File: src/rtl/wb_port_arbiter.sv
// wb_port_arbiter
//   Shares one scoreboard write-back lane among NR_REQ functional units.
//   Each requester feeds its own small FIFO; a round-robin scheduler pops
//   one non-empty head per cycle into a registered write-back port, so the
//   units never have to stall on one another.
//
// Optional feature:
//   WB_ARB_PERF_EN - when defined, conflict_cnt_o counts cycles in which two
//                    or more FIFOs are non-empty (saturating, reset-only
//                    clear). When undefined the output is tied to 0.
//
// Ports:
//   clk_i, rst_ni      clock, asynchronous active-low reset
//   flush_i            discard all buffered results
//   valid_i/ready_o    per-requester push handshake (ready from registered count)
//   trans_id_i, data_i, ex_valid_i   per-requester result fields
//   wt_valid_o, trans_id_o, wbdata_o, ex_valid_o   registered write-back beat
//   grant_o            one-hot source of the current beat (0 when idle)
//   conflict_cnt_o     contention counter (see above)

module wb_port_arbiter #(
  parameter int unsigned NR_REQ        = 3,
  parameter int unsigned DEPTH         = 2,
  parameter int unsigned TRANS_ID_BITS = 3,
  parameter int unsigned XLEN          = 64
) (
  input  logic                                     clk_i,
  input  logic                                     rst_ni,
  input  logic                                     flush_i,
  input  logic [NR_REQ-1:0]                        valid_i,
  output logic [NR_REQ-1:0]                        ready_o,
  input  logic [NR_REQ-1:0][TRANS_ID_BITS-1:0]     trans_id_i,
  input  logic [NR_REQ-1:0][XLEN-1:0]              data_i,
  input  logic [NR_REQ-1:0]                        ex_valid_i,
  output logic                                     wt_valid_o,
  output logic [TRANS_ID_BITS-1:0]                 trans_id_o,
  output logic [XLEN-1:0]                          wbdata_o,
  output logic                                     ex_valid_o,
  output logic [NR_REQ-1:0]                        grant_o,
  output logic [31:0]                              conflict_cnt_o
);

  localparam int unsigned PTR_W = (NR_REQ > 1) ? $clog2(NR_REQ) : 1;
  localparam int unsigned AW    = $clog2(DEPTH);
  localparam logic [AW:0] CNT_FULL = (AW+1)'(DEPTH);

  // FIFO storage (no reset needed: validity is tracked by cnt)
  logic [TRANS_ID_BITS-1:0] mem_tid  [NR_REQ][DEPTH];
  logic [XLEN-1:0]          mem_data [NR_REQ][DEPTH];
  logic                     mem_ex   [NR_REQ][DEPTH];

  logic [AW-1:0] wr_ptr [NR_REQ];
  logic [AW-1:0] rd_ptr [NR_REQ];
  logic [AW:0]   cnt    [NR_REQ];

  logic [NR_REQ-1:0] ready;
  logic [NR_REQ-1:0] not_empty;
  logic [NR_REQ-1:0] push;
  logic [NR_REQ-1:0] pop;

  logic [PTR_W-1:0] rr_ptr;
  logic [PTR_W-1:0] rr_next;
  logic [PTR_W-1:0] sel;
  logic [PTR_W-1:0] sel_hi;
  logic [PTR_W-1:0] sel_lo;
  logic             found_hi;
  logic             any_req;

  logic [TRANS_ID_BITS-1:0] head_tid;
  logic [XLEN-1:0]          head_data;
  logic                     head_ex;

  // Status derived from registered counts only; a same-cycle pop does not
  // raise ready, which keeps the ready path free of the arbiter.
  always_comb begin
    ready     = '0;
    not_empty = '0;
    push      = '0;
    for (int i = 0; i < int'(NR_REQ); i++) begin
      ready[i]     = (cnt[i] != CNT_FULL);
      not_empty[i] = (cnt[i] != '0);
      push[i]      = valid_i[i] && ready[i] && !flush_i;
    end
  end

  assign ready_o = ready;

  // Round-robin pick: lowest non-empty index at or above rr_ptr, otherwise
  // wrap to the lowest non-empty index overall. Scanning downward makes the
  // last assignment the smallest matching index.
  always_comb begin
    sel_hi   = '0;
    sel_lo   = '0;
    found_hi = 1'b0;
    for (int i = int'(NR_REQ) - 1; i >= 0; i--) begin
      if (not_empty[i]) begin
        sel_lo = PTR_W'(i);
        if (PTR_W'(i) >= rr_ptr) begin
          sel_hi   = PTR_W'(i);
          found_hi = 1'b1;
        end
      end
    end
    sel     = found_hi ? sel_hi : sel_lo;
    any_req = |not_empty;
    rr_next = (sel == PTR_W'(NR_REQ - 1)) ? '0 : sel + 1'b1;

    pop       = '0;
    head_tid  = '0;
    head_data = '0;
    head_ex   = 1'b0;
    for (int i = 0; i < int'(NR_REQ); i++) begin
      if (sel == PTR_W'(i)) begin
        pop[i]    = any_req && !flush_i;
        head_tid  = mem_tid[i][rd_ptr[i]];
        head_data = mem_data[i][rd_ptr[i]];
        head_ex   = mem_ex[i][rd_ptr[i]];
      end
    end
  end

  always_ff @(posedge clk_i) begin
    for (int i = 0; i < int'(NR_REQ); i++) begin
      if (push[i]) begin
        mem_tid[i][wr_ptr[i]]  <= trans_id_i[i];
        mem_data[i][wr_ptr[i]] <= data_i[i];
        mem_ex[i][wr_ptr[i]]   <= ex_valid_i[i];
      end
    end
  end

  always_ff @(posedge clk_i or negedge rst_ni) begin
    if (!rst_ni) begin
      for (int i = 0; i < int'(NR_REQ); i++) begin
        wr_ptr[i] <= '0;
        rd_ptr[i] <= '0;
        cnt[i]    <= '0;
      end
    end else if (flush_i) begin
      for (int i = 0; i < int'(NR_REQ); i++) begin
        wr_ptr[i] <= '0;
        rd_ptr[i] <= '0;
        cnt[i]    <= '0;
      end
    end else begin
      for (int i = 0; i < int'(NR_REQ); i++) begin
        if (push[i]) wr_ptr[i] <= wr_ptr[i] + 1'b1;
        if (pop[i])  rd_ptr[i] <= rd_ptr[i] + 1'b1;
        case ({push[i], pop[i]})
          2'b10:   cnt[i] <= cnt[i] + 1'b1;
          2'b01:   cnt[i] <= cnt[i] - 1'b1;
          default: cnt[i] <= cnt[i];
        endcase
      end
    end
  end

  // Write-back register. Data fields hold while idle; rr_ptr only moves on
  // a grant and survives a flush.
  always_ff @(posedge clk_i or negedge rst_ni) begin
    if (!rst_ni) begin
      rr_ptr     <= '0;
      wt_valid_o <= 1'b0;
      trans_id_o <= '0;
      wbdata_o   <= '0;
      ex_valid_o <= 1'b0;
      grant_o    <= '0;
    end else if (flush_i) begin
      wt_valid_o <= 1'b0;
      grant_o    <= '0;
    end else if (any_req) begin
      wt_valid_o <= 1'b1;
      trans_id_o <= head_tid;
      wbdata_o   <= head_data;
      ex_valid_o <= head_ex;
      grant_o    <= pop;
      rr_ptr     <= rr_next;
    end else begin
      wt_valid_o <= 1'b0;
      grant_o    <= '0;
    end
  end

`ifdef WB_ARB_PERF_EN
  logic [31:0] conflict_cnt_q;

  always_ff @(posedge clk_i or negedge rst_ni) begin
    if (!rst_ni) begin
      conflict_cnt_q <= '0;
    end else if (($countones(not_empty) >= 2) && (conflict_cnt_q != '1)) begin
      conflict_cnt_q <= conflict_cnt_q + 1'b1;
    end
  end

  assign conflict_cnt_o = conflict_cnt_q;
`else
  assign conflict_cnt_o = '0;
`endif

endmodule

File: config.mk
export PLATFORM = sky130hd
export DESIGN_NAME = wb_port_arbiter
export DESIGN_NICKNAME = d
export VERILOG_FILES = /design/src/rtl/wb_port_arbiter.sv
export SDC_FILE = /design/constraint.sdc
export NUM_CORES = 1
export LEC_CHECK = 0
export BUFFER_PORTS_ARGS = -buffer_cell sky130_fd_sc_hd__buf_4
export CAP_MARGIN = 20
export CORE_UTILIZATION = 50
export DETAILED_ROUTE_END_ITERATION = 6
export HOLD_SLACK_MARGIN = 0.12
export MAX_ROUTING_LAYER = met4
export PLACE_DENSITY_LB_ADDON = 0.12
export SYNTH_ARGS = -nofsm -noshare
export SYNTH_HDL_FRONTEND = slang
export SYNTH_SLANG_ARGS = --single-unit
File: constraint.sdc
create_clock -name clk_i -period 8.8 [get_ports clk_i]
set_clock_uncertainty 0.1 [all_clocks]
set_input_delay 1.32 -clock clk_i [delete_from_list [all_inputs] [get_ports clk_i]]
set_output_delay 1.32 -clock clk_i [all_outputs]
set_load 0.02 [all_outputs]
==> results of run 1 <==
==> worst max-delay path: cells and delay by family (launching register included) <==
kind / cells / cell delay, ns
AOI/OAI and AO/OA: 1 / 0.20
DFF: 1 / 0.54
buffers and inverters: 2 / 0.50
and+or+nand+nor: 4 / 1.74
==> layout by cell type (no fill, tap or decap), types with 4 or more instances in the layout <==
master,synthesis,routed
nand2_1,8,8
o21ai_0,140,140
clkinv_2,0,8
mux2_2,70,70
clkbuf_1,69,19
xor2_1,4,4
buf_4,35,307
nand2b_1,6,5
conb_1,1,32
a21o_1,5,5
clkinv_1,0,9
a21oi_1,7,7
nor2_1,75,74
mux2i_1,204,204
dfrtp_1,86,83
o211ai_1,118,118
clkbuf_16,0,53
edfxtp_1,408,408
o211ai_2,20,20
clkbuf_8,0,4
nand3_1,5,5
==> power breakdown <==
group	switching [mW]	leakage, nW	total (mW)	internal (mW)
clock	0.861	0.764	2.02	1.16
combinational	1.52	3.51	2.49	0.967
sequential	0.271	4.81	3.14	2.87
==> cells in the mapped netlist, drive strengths merged, types with 8 or more instances <==
| cell | n | area share (%) |
|---|---|---|
| nor2 | 75 | 1.4 |
| nand2 | 8 | 0.15 |
| a21oi | 8 | 0.21 |
| o21ai | 141 | 3.5 |
| mux2i | 204 | 9.9 |
| edfxtp | 408 | 60 |
| dfrtp | 86 | 10 |
| o211ai | 138 | 5.5 |
| mux2 | 70 | 3.8 |
| clkbuf | 70 | 1.3 |
| buf | 65 | 2.2 |
==> final timing paths <==
kind / from / endpoint / slack, ns / cells after the start
worst min register to register: wbdata_o[63] / wbdata_o[63] / 0.44 / 2
max in group asynchronous: rst_ni / rd_ptr[1] / 6.74 / 2
worst max-delay path: cnt[0] / trans_id_o[1] / 5.62 / 7
min in group asynchronous: rst_ni / wbdata_o[63] / 0.65 / 1
worst max register to register: cnt[0] / trans_id_o[1] / 5.62 / 7
worst min-delay path: wbdata_o[63] / wbdata_o[63] / 0.44 / 2
==> metal layers <==
layer | vias to the layer above | share of wire (%) | global-route usage, %
li1 | 5575 | - | -
met1 | 6158 | 43 | 33.9
met2 | 416 | 48 | 39.2
met3 | 70 | 7.1 | 3.91
met4 | 0 | 2.0 | 7.38
met5 | - | 0 | -
==> sequential cells by signal (all words and copies together) (netlist names), 3 cells and up <==
register	cells
wr_ptr	3
rd_ptr	3
mem_data	384
cnt	6
mem_ex	6
mem_tid	18
grant_o	3
wbdata_o	64
trans_id_o	3
==> final cells by class <==
class	instances	area, µm²	area share [%]
sequential	494	14400	58.6
multi-input combinational	728	5590	22.7
timing repair buffer	309	2350	9.57
clock buffer	76	1450	5.91
tap	525	657	2.67
clock inverter	18	104	0.422
inverter	3	11.3	0.0458
antenna	2	5.00	0.0204
==> cell families after synthesis <==
kind of cell	synth area share, %
AOI/OAI and AO/OA	9.62
xor gates and xnor gates	0.171
buffers and inverters	3.56
DFF	70.1
muxes	13.8
other	0.0183
and+or+nand+nor	2.75
==> summary.md, run 1 <==
| Metric | Value |
|---|---|
| Run status | complete, no violations |
| Max clock buf depth | 3 |
| Final cell count without fillers | 2,155 |
| Initial DRC Count | 898 |
| Final setup fails | 0 |
| Min Hold Slack | 0.445 ns |
| Routed wire length | 50,200 µm |
| Finished Core Util | 61.3% |
| Gr usage total | 25.0% |
| Synth warn | 0 |
| FFs w/ async S/R, synth | 17.4% |
| Via count | 12,219 |
| RSZ-0062 raised after global routing | no |
| Yosys cell types | 46 |
| EDFF count, synth | 408 |
| Peak supply drop | 0.223 mV |
| Die area | 41,900 µm² |
| Synthesized instance count | 1,329 |
| Worst EP required | 9.20 ns |
| Max cap viols | 0 |
| Crit path DAT | 3.58 ns |
| Slew HR | 25.1% |
| Largest net degree at the start of global routing | 103 |
| Startpoint Class | register |
| Least-Margin Pin Slew | 1.12 ns |
| Vias/cell | 5.67 |
| FF+latch count, synth | 494 |
| Slowest CP cell | or2_4 |
| H-Tree Depth | 2 |
| Area Overhead vs Synth | 19.7% |
| Sequential share of the synthesized area | 70.1% |
| Max FO, Critical Path | 72 |
| Inst Count DP | 2,059 |
| Initial antenna violation count | 2 |
| Fill cells | 3,123 |
| Setup CP Type | reg -> reg |
| CP dominant cell by count | or2_4 |
| Routed len/inst | 23.3 µm |
| Placeable Area | 40,100 µm² |
| Total power | 7.65 mW |
| Pleak | 9.08 nW |
| Share of post-route cells with drive strength above 1 | 29.9% |
| Num ports | 317 |
| Final worst slack | 5.62 ns |
| Nets | 1,796 |
| Clk_lat worst skew | 0.58 ns |
| Pre-antenna DRT Iters | 5 |
| Critical path endpoint category | register |
| Hold WC Path Type | reg -> reg |
| Setup TNS | 0 ns |
| Crit share post-route | 36.2% |
| Final Critical Period | 3.18 ns |
| Number of remaining DRC errors | 0 |
| Mean post-synth cell area | 15.5 µm² |
| Finished Cell Area | 24,600 µm² |
| Peak Freq | 314 MHz |
| CTS Buf Count | 50 |
| First-pass GRT wire length | 75,300 µm |
| CTS hold repair buffers | 0 |
| Die height | 205 µm |
| Post-CTS Setup Bufs | 0 |
| Endpoints failing hold | 0 |
| Placer Congestion | 0.771 |
| Die X | 205 µm |
| Critical Path, Cell by Cell | or2_4 -> nor3_4 -> or2_4 -> inv_2 -> nand3_4 -> buf_12 -> o211ai_1 |
| DP Worst Slack | 5.33 ns |
| Site row count | 73 |
| Global route overflow | 0 |
| Clock Sinks | 494 |
| Critical Path Max Stage Delay | 0.85 ns |
| Post-cts resize count | 0 |
| DP HPWL | 30,500 µm |
| Port-buffer cells | 284 |
| Cell Area, Synth | 20,500 µm² |
| Initial Util | 51.2% |
| Main synth FF type | edfxtp_1 |
| Clock transition at path regs | 0.06 ns |
| Number of global-route vias before repair | 12,466 |
| ANT nets after route | 0 |
| CTS tree | built |
| Root Driver | clkbuf_16 |
| Power Density | 311 nW/µm² |
| Slew Viols, Final | 0 |
| Placed Area | 23,000 µm² |
Power figures use the tool's default switching activity.
==> run 2: changes to the inputs <==
==> constraint.sdc (replaced) <==
create_clock -name clk_i -period 3.3 [get_ports clk_i]
set_clock_uncertainty 0.1 [all_clocks]
set_input_delay 0.495 -clock clk_i [delete_from_list [all_inputs] [get_ports clk_i]]
set_output_delay 0.495 -clock clk_i [all_outputs]
set_load 0.02 [all_outputs]
==> summary.md, run 2 (synthesis results as in run 1) <==
| Metric | Value |
|---|---|
| Run status | complete, no violations |
| Peak Freq | 401 MHz |
| Die height | 205 µm |
| Placer Congestion | 0.757 |
| Area Overhead vs Synth | 31.3% |
| Die area | 41,900 µm² |
| Largest net degree at the start of global routing | 95 |
| DP HPWL | 30,500 µm |
| R2R Path End | wbdata_o[48] |
| Hold depth | 4 |
| Peak supply drop | 0.588 mV |
| Max clock buf depth | 3 |
| Gr usage total | 25.5% |
| Share of post-route cells with drive strength above 1 | 27.5% |
| Critical Path Max Stage Delay | 0.73 ns |
| Endpoints failing hold | 0 |
| Worst Hold Endpoint | cnt[3] |
| Least-Margin Pin Slew | 0.967 ns |
| Clock transition at path regs | 0.06 ns |
| Setup TNS | 0 ns |
| Slew HR | 35.5% |
| Max FO, Critical Path | 44 |
| Hold WC Path Type | in -> reg |
| R2R Setup Slk | 0.80 ns |
| Die X | 205 µm |
| Clock Sinks | 494 |
| Critical path launch point | rr_ptr[0] |
| Placeable Area | 40,100 µm² |
| Met1 usage | 32.9% |
| ANT nets after route | 0 |
| Pre-antenna DRT Iters | 5 |
| First-pass GRT wire length | 77,900 µm |
| Final setup fails | 0 |
| Routed len/inst | 21.3 µm |
| Most Used Layer, Global Route | met2 |
| Critical path endpoint category | register |
| Post-CTS Setup Bufs | 0 |
| Nets | 2,010 |
| Site row count | 73 |
| Startpoint Class | register |
| Port-buffer cells | 284 |
| Via count | 12,968 |
| Routed wire length | 50,600 µm |
| Most common cell after layout, fill and taps aside | edfxtp_1 |
| H-Tree Depth | 2 |
| Worst EP required | 3.66 ns |
| Initial Util | 51.2% |
| Min-delay src | valid_i[1] |
| CTS Buf Count | 51 |
| Number of global-route vias before repair | 13,567 |
| RSZ-0062 raised after global routing | no |
| Worst R2R Path Depth | 5 |
| Finished Cell Area | 27,000 µm² |
| CTS tree | built |
| Max reg flops | 384 |
| Pleak | 10.1 nW |
| Initial antenna violation count | 8 |
| Root Driver | clkbuf_16 |
| Crit share post-route | 75.6% |
| Power Density | 785 nW/µm² |
| Max cap viols | 0 |
| Crit path DAT | 2.86 ns |
| Most frequent cells in the layout | edfxtp_1, buf_4, dlygate4sd3_1 |
| Number of remaining DRC errors | 0 |
| Slew Viols, Final | 0 |
| GR Layer Usage met2 | 40.6% |
| Clk_lat worst skew | 0.59 ns |
| Global route overflow | 0 |
| Initial DRC Count | 806 |
| Placed Area | 23,100 µm² |
| Vias/cell | 5.46 |
| GR Util met3 | 5.11% |
| Setup CP Type | reg -> reg |
| Num ports | 317 |
| Worst r2r src | rr_ptr[0] |
| Final Critical Period | 2.50 ns |
| Critical Path, Cell by Cell | nor2b_1 -> o21ai_4 -> buf_12 -> mux2i_1 -> o211ai_2 |
| Slowest CP cell | o21ai_4 |
## run 2: cell count changes in the layout (fill, tap and decap cells not counted), sizes merged
cell	change
clkbuf	-12
clkinv	+2
clkinvlp	+3
bufinv	+6
inv	+3
dlygate4sd3	+207
diode	+6
buf	+6
## run 2: report_power, final
| part | switching, mW | total (mW) | internal (mW) | leakage [nW] |
|---|---|---|---|---|
| registers | 0.739 | 8.39 | 7.65 | 4.81 |
| logic | 4.05 | 6.87 | 2.82 | 4.43 |
| clock network | 2.40 | 5.91 | 3.51 | 0.845 |
| total | 7.19 | 21.2 | 14.0 | 10.1 |
## run 2: routing by layer
layer / share of wire, % / wire, µm / vias up
met3: 6.8 / 3440 / 69
met2: 49 / 24600 / 406
met5: 0 / 0 / -
met1: 43 / 21600 / 6469
li1: - / - / 6024
met4: 1.9 / 966 / 0
## run 2: critical path, delay by kind of cell (launching register included)
family	cells	cell delay (ns)
AND/OR/NAND/NOR	1	0.20
multiplexers	1	0.30
flip-flops	1	0.45
buffers and inverters	1	0.41
AO/OA/AOI/OAI	2	0.82
## run 2: worst max path at each step
stage	end	slack [ns]	cells past startpoint
2_1_floorplan	mem_data[0][0]	0.004	4
3_3_place_gp	trans_id_o[0]	0.85	6
3_5_place_dp	wbdata_o[14]	0.77	5
4_1_cts	wbdata_o[4]	0.81	5
5_1_grt	wbdata_o[39]	0.62	5
6_report	wbdata_o[48]	0.80	5
## run 2: layout make-up
cell class                 instances  area, µm²
inverter                           3       11.3
tap                              525        657
timing repair buffer             522       4500
clock inverter                    32        353
clock buffer                      64       1380
sequential                       494      14400
multi-input combinational        728       5630
antenna                            8       20.0
fill                            2797      13100
## run 2: stage by stage
| stage | setup WS (ns) | total power, mW | std cells | hold WS [ns] | utilization, % |
|---|---|---|---|---|---|
| after floorplan | 0.00396 | 12.8 | 1360 | 0.0994 | - |
| after detailed placement | 0.774 | 15.2 | 2065 | 0.421 | 57.7 |
| after global routing | 0.616 | 22.2 | 2376 | 0.228 | 67.3 |
| after CTS | 0.806 | 21.3 | 2368 | 0.164 | 67.2 |
| final | 0.805 | 21.2 | 2376 | 0.202 | 67.3 |
| after global placement | 0.849 | 15.0 | 2065 | 0.412 | 57.7 |
## run 2: repair_timing
action,4_1_cts,5_1_grt
hold buffers,207,0
setup endpoints to repair,0,0
endpoints found under the hold margin,453,0
gates resized for setup,0,0
==> run 3: changes to the inputs <==
==> constraint.sdc (replaced) <==
create_clock -name clk_i -period 2.1 [get_ports clk_i]
set_clock_uncertainty 0.1 [all_clocks]
set_input_delay 0.315 -clock clk_i [delete_from_list [all_inputs] [get_ports clk_i]]
set_output_delay 0.315 -clock clk_i [all_outputs]
set_load 0.02 [all_outputs]
==> summary.md, run 3 (synthesis results as in run 1) <==
| Metric | Value |
|---|---|
| Pleak | 10.3 nW |
| Hold WC Path Type | in -> async |
| Power Density | 1240 nW/µm² |
| Startpoint Class | register |
| Placer Congestion | 0.812 |
| Global route overflow | 0 |
| Routed len/inst | 22.7 µm |
| Run status | complete, no violations |
| Peak supply drop | 1.06 mV |
| Slew HR | 64.8% |
| Max cap viols | 0 |
| R2R Path End | wbdata_o[15] |
| Critical path endpoint category | register |
| Routed wire length | 54,400 µm |
| CTS Buf Count | 51 |
| Pre-antenna DRT Iters | 4 |
| Placed Area | 23,700 µm² |
| Worst R2R Path Depth | 7 |
| ANT nets after route | 0 |
| Slew Viols, Final | 0 |
| FF/Latch Area | 14,400 µm² |
| H-Tree Depth | 2 |
| Finished Core Util | 68.5% |
| Most common cell after layout, fill and taps aside | edfxtp_1 |
| Via count | 13,287 |
| Gr usage total | 27.0% |
| Post-CTS Setup Bufs | 0 |
| Initial DRC Count | 1,015 |
| Endpoints failing hold | 0 |
| Multi-input gate area | 5670 µm² |
| Number of remaining DRC errors | 0 |
| Die area | 41,900 µm² |
| Port-buffer cells | 284 |
| CTS tree | built |
| Root Driver | clkbuf_16 |
| Nets | 2,041 |
| Max clock buf depth | 3 |
| Finished Cell Area | 27,500 µm² |
| Crit path DAT | 2.28 ns |
| Initial antenna violation count | 2 |
| Least-Margin Pin Slew | 0.528 ns |
| Worst r2r src | cnt[3] |
| Largest net degree at the start of global routing | 99 |
| Die height | 205 µm |
| Die X | 205 µm |
| Num ports | 317 |
| Min Hold Slack | 0.176 ns |
| Crit share post-route | 92.4% |
| RSZ-0062 raised after global routing | no |
| Peak Freq | 515 MHz |
| Number of global-route vias before repair | 13,810 |
| Placeable Area | 40,100 µm² |
| Max reg flops | 384 |
| Clock Sinks | 494 |
| Max FO, Critical Path | 33 |
| Site row count | 73 |
| Share of post-route cells with drive strength above 1 | 28.6% |
| Final setup fails | 0 |
| Vias/cell | 5.54 |
| Worst EP required | 2.44 ns |
| Initial Util | 51.2% |
| Most frequent cells in the layout | edfxtp_1, buf_4, dlygate4sd3_1 |
| DP HPWL | 32,400 µm |
| R2R Setup Slk | 0.16 ns |
| Area Overhead vs Synth | 33.8% |
| Setup TNS | 0 ns |
| Fill cells | 2,741 |
| Clock transition at path regs | 0.06 ns |
| Setup CP Type | reg -> reg |
| Final Critical Period | 1.94 ns |
| First-pass GRT wire length | 81,900 µm |
| Clk_lat worst skew | 0.59 ns |
run 3: cell types whose count changed in the layout (fill, tap and decap cells not counted), moves of 3 or more:
| cell | change |
|---|---|
| clkbuf_1 | +5 |
| buf_12 | +25 |
| nand2b_1 | -3 |
| clkinv_2 | -5 |
| diode_2 | -6 |
| nand2_1 | -3 |
| bufinv_16 | -3 |
| buf_4 | +4 |
| clkbuf_8 | +5 |
run 3: worst max-delay path: stages, from the launching register on:
cell and delay (ns):
dfrtp_1 0.37, or2_1 0.34, nor3_4 0.25, or2_4 0.18, inv_2 0.05, nand3_4 0.12
buf_12 0.23, o211ai_1 0.14
run 3: area by class of cell:
type                            count  area share (%)
Sequential cell                   494            52.5
Multi-Input combinational cell    728            20.6
Timing Repair Buffer              553            18.4
Clock buffer                       74            5.32
Tap cell                          525            2.39
Clock inverter                     20           0.747
Inverter                            3          0.0410
Antenna cell                        2          0.0182
run 3: report_power, final:
part	total, mW	internal (mW)	switching [mW]
clock network	8.98	5.31	3.66
registers	12.9	12.0	0.881
logic	12.2	5.19	7.06
run 3: worst max path at each step:
stage,startpoint,end,slack [ns]
2_1_floorplan,flush_i,mem_data[0][0],-0.97
5_1_grt,cnt[3],wbdata_o[15],0.05
4_1_cts,cnt[3],wbdata_o[1],0.17
6_report,cnt[3],wbdata_o[15],0.16
3_5_place_dp,cnt[0],wbdata_o[17],0.19
3_3_place_gp,rr_ptr[0],wbdata_o[42],0.26
run 3: repair_timing:
action                                 in CTS  in global routing
gates resized for setup                     0                  1
setup endpoints to repair                   0                  2
hold buffers                              210                  0
endpoints found under the hold margin     505                  0
run 3: layer usage:
layer	track usage, %	up-vias	wire, µm
li1	-	6070	-
met1	35.4	6649	22700
met2	43.6	495	27100
met3	3.99	73	3450
met4	8.40	0	1140
met5	-	-	0
run 3: metrics by stage:
| stage | setup slack [ns] | cells | power [mW] |
|---|---|---|---|
| 5_1_grt | 0.0462 | 2399 | 35.5 |
| 4_1_cts | 0.172 | 2397 | 34.3 |
| 2_1_floorplan | -0.973 | 1360 | 20.1 |
| 3_5_place_dp | 0.189 | 2093 | 25.0 |
| 6_report | 0.160 | 2399 | 34.1 |
| 3_3_place_gp | 0.258 | 2093 | 24.8 |
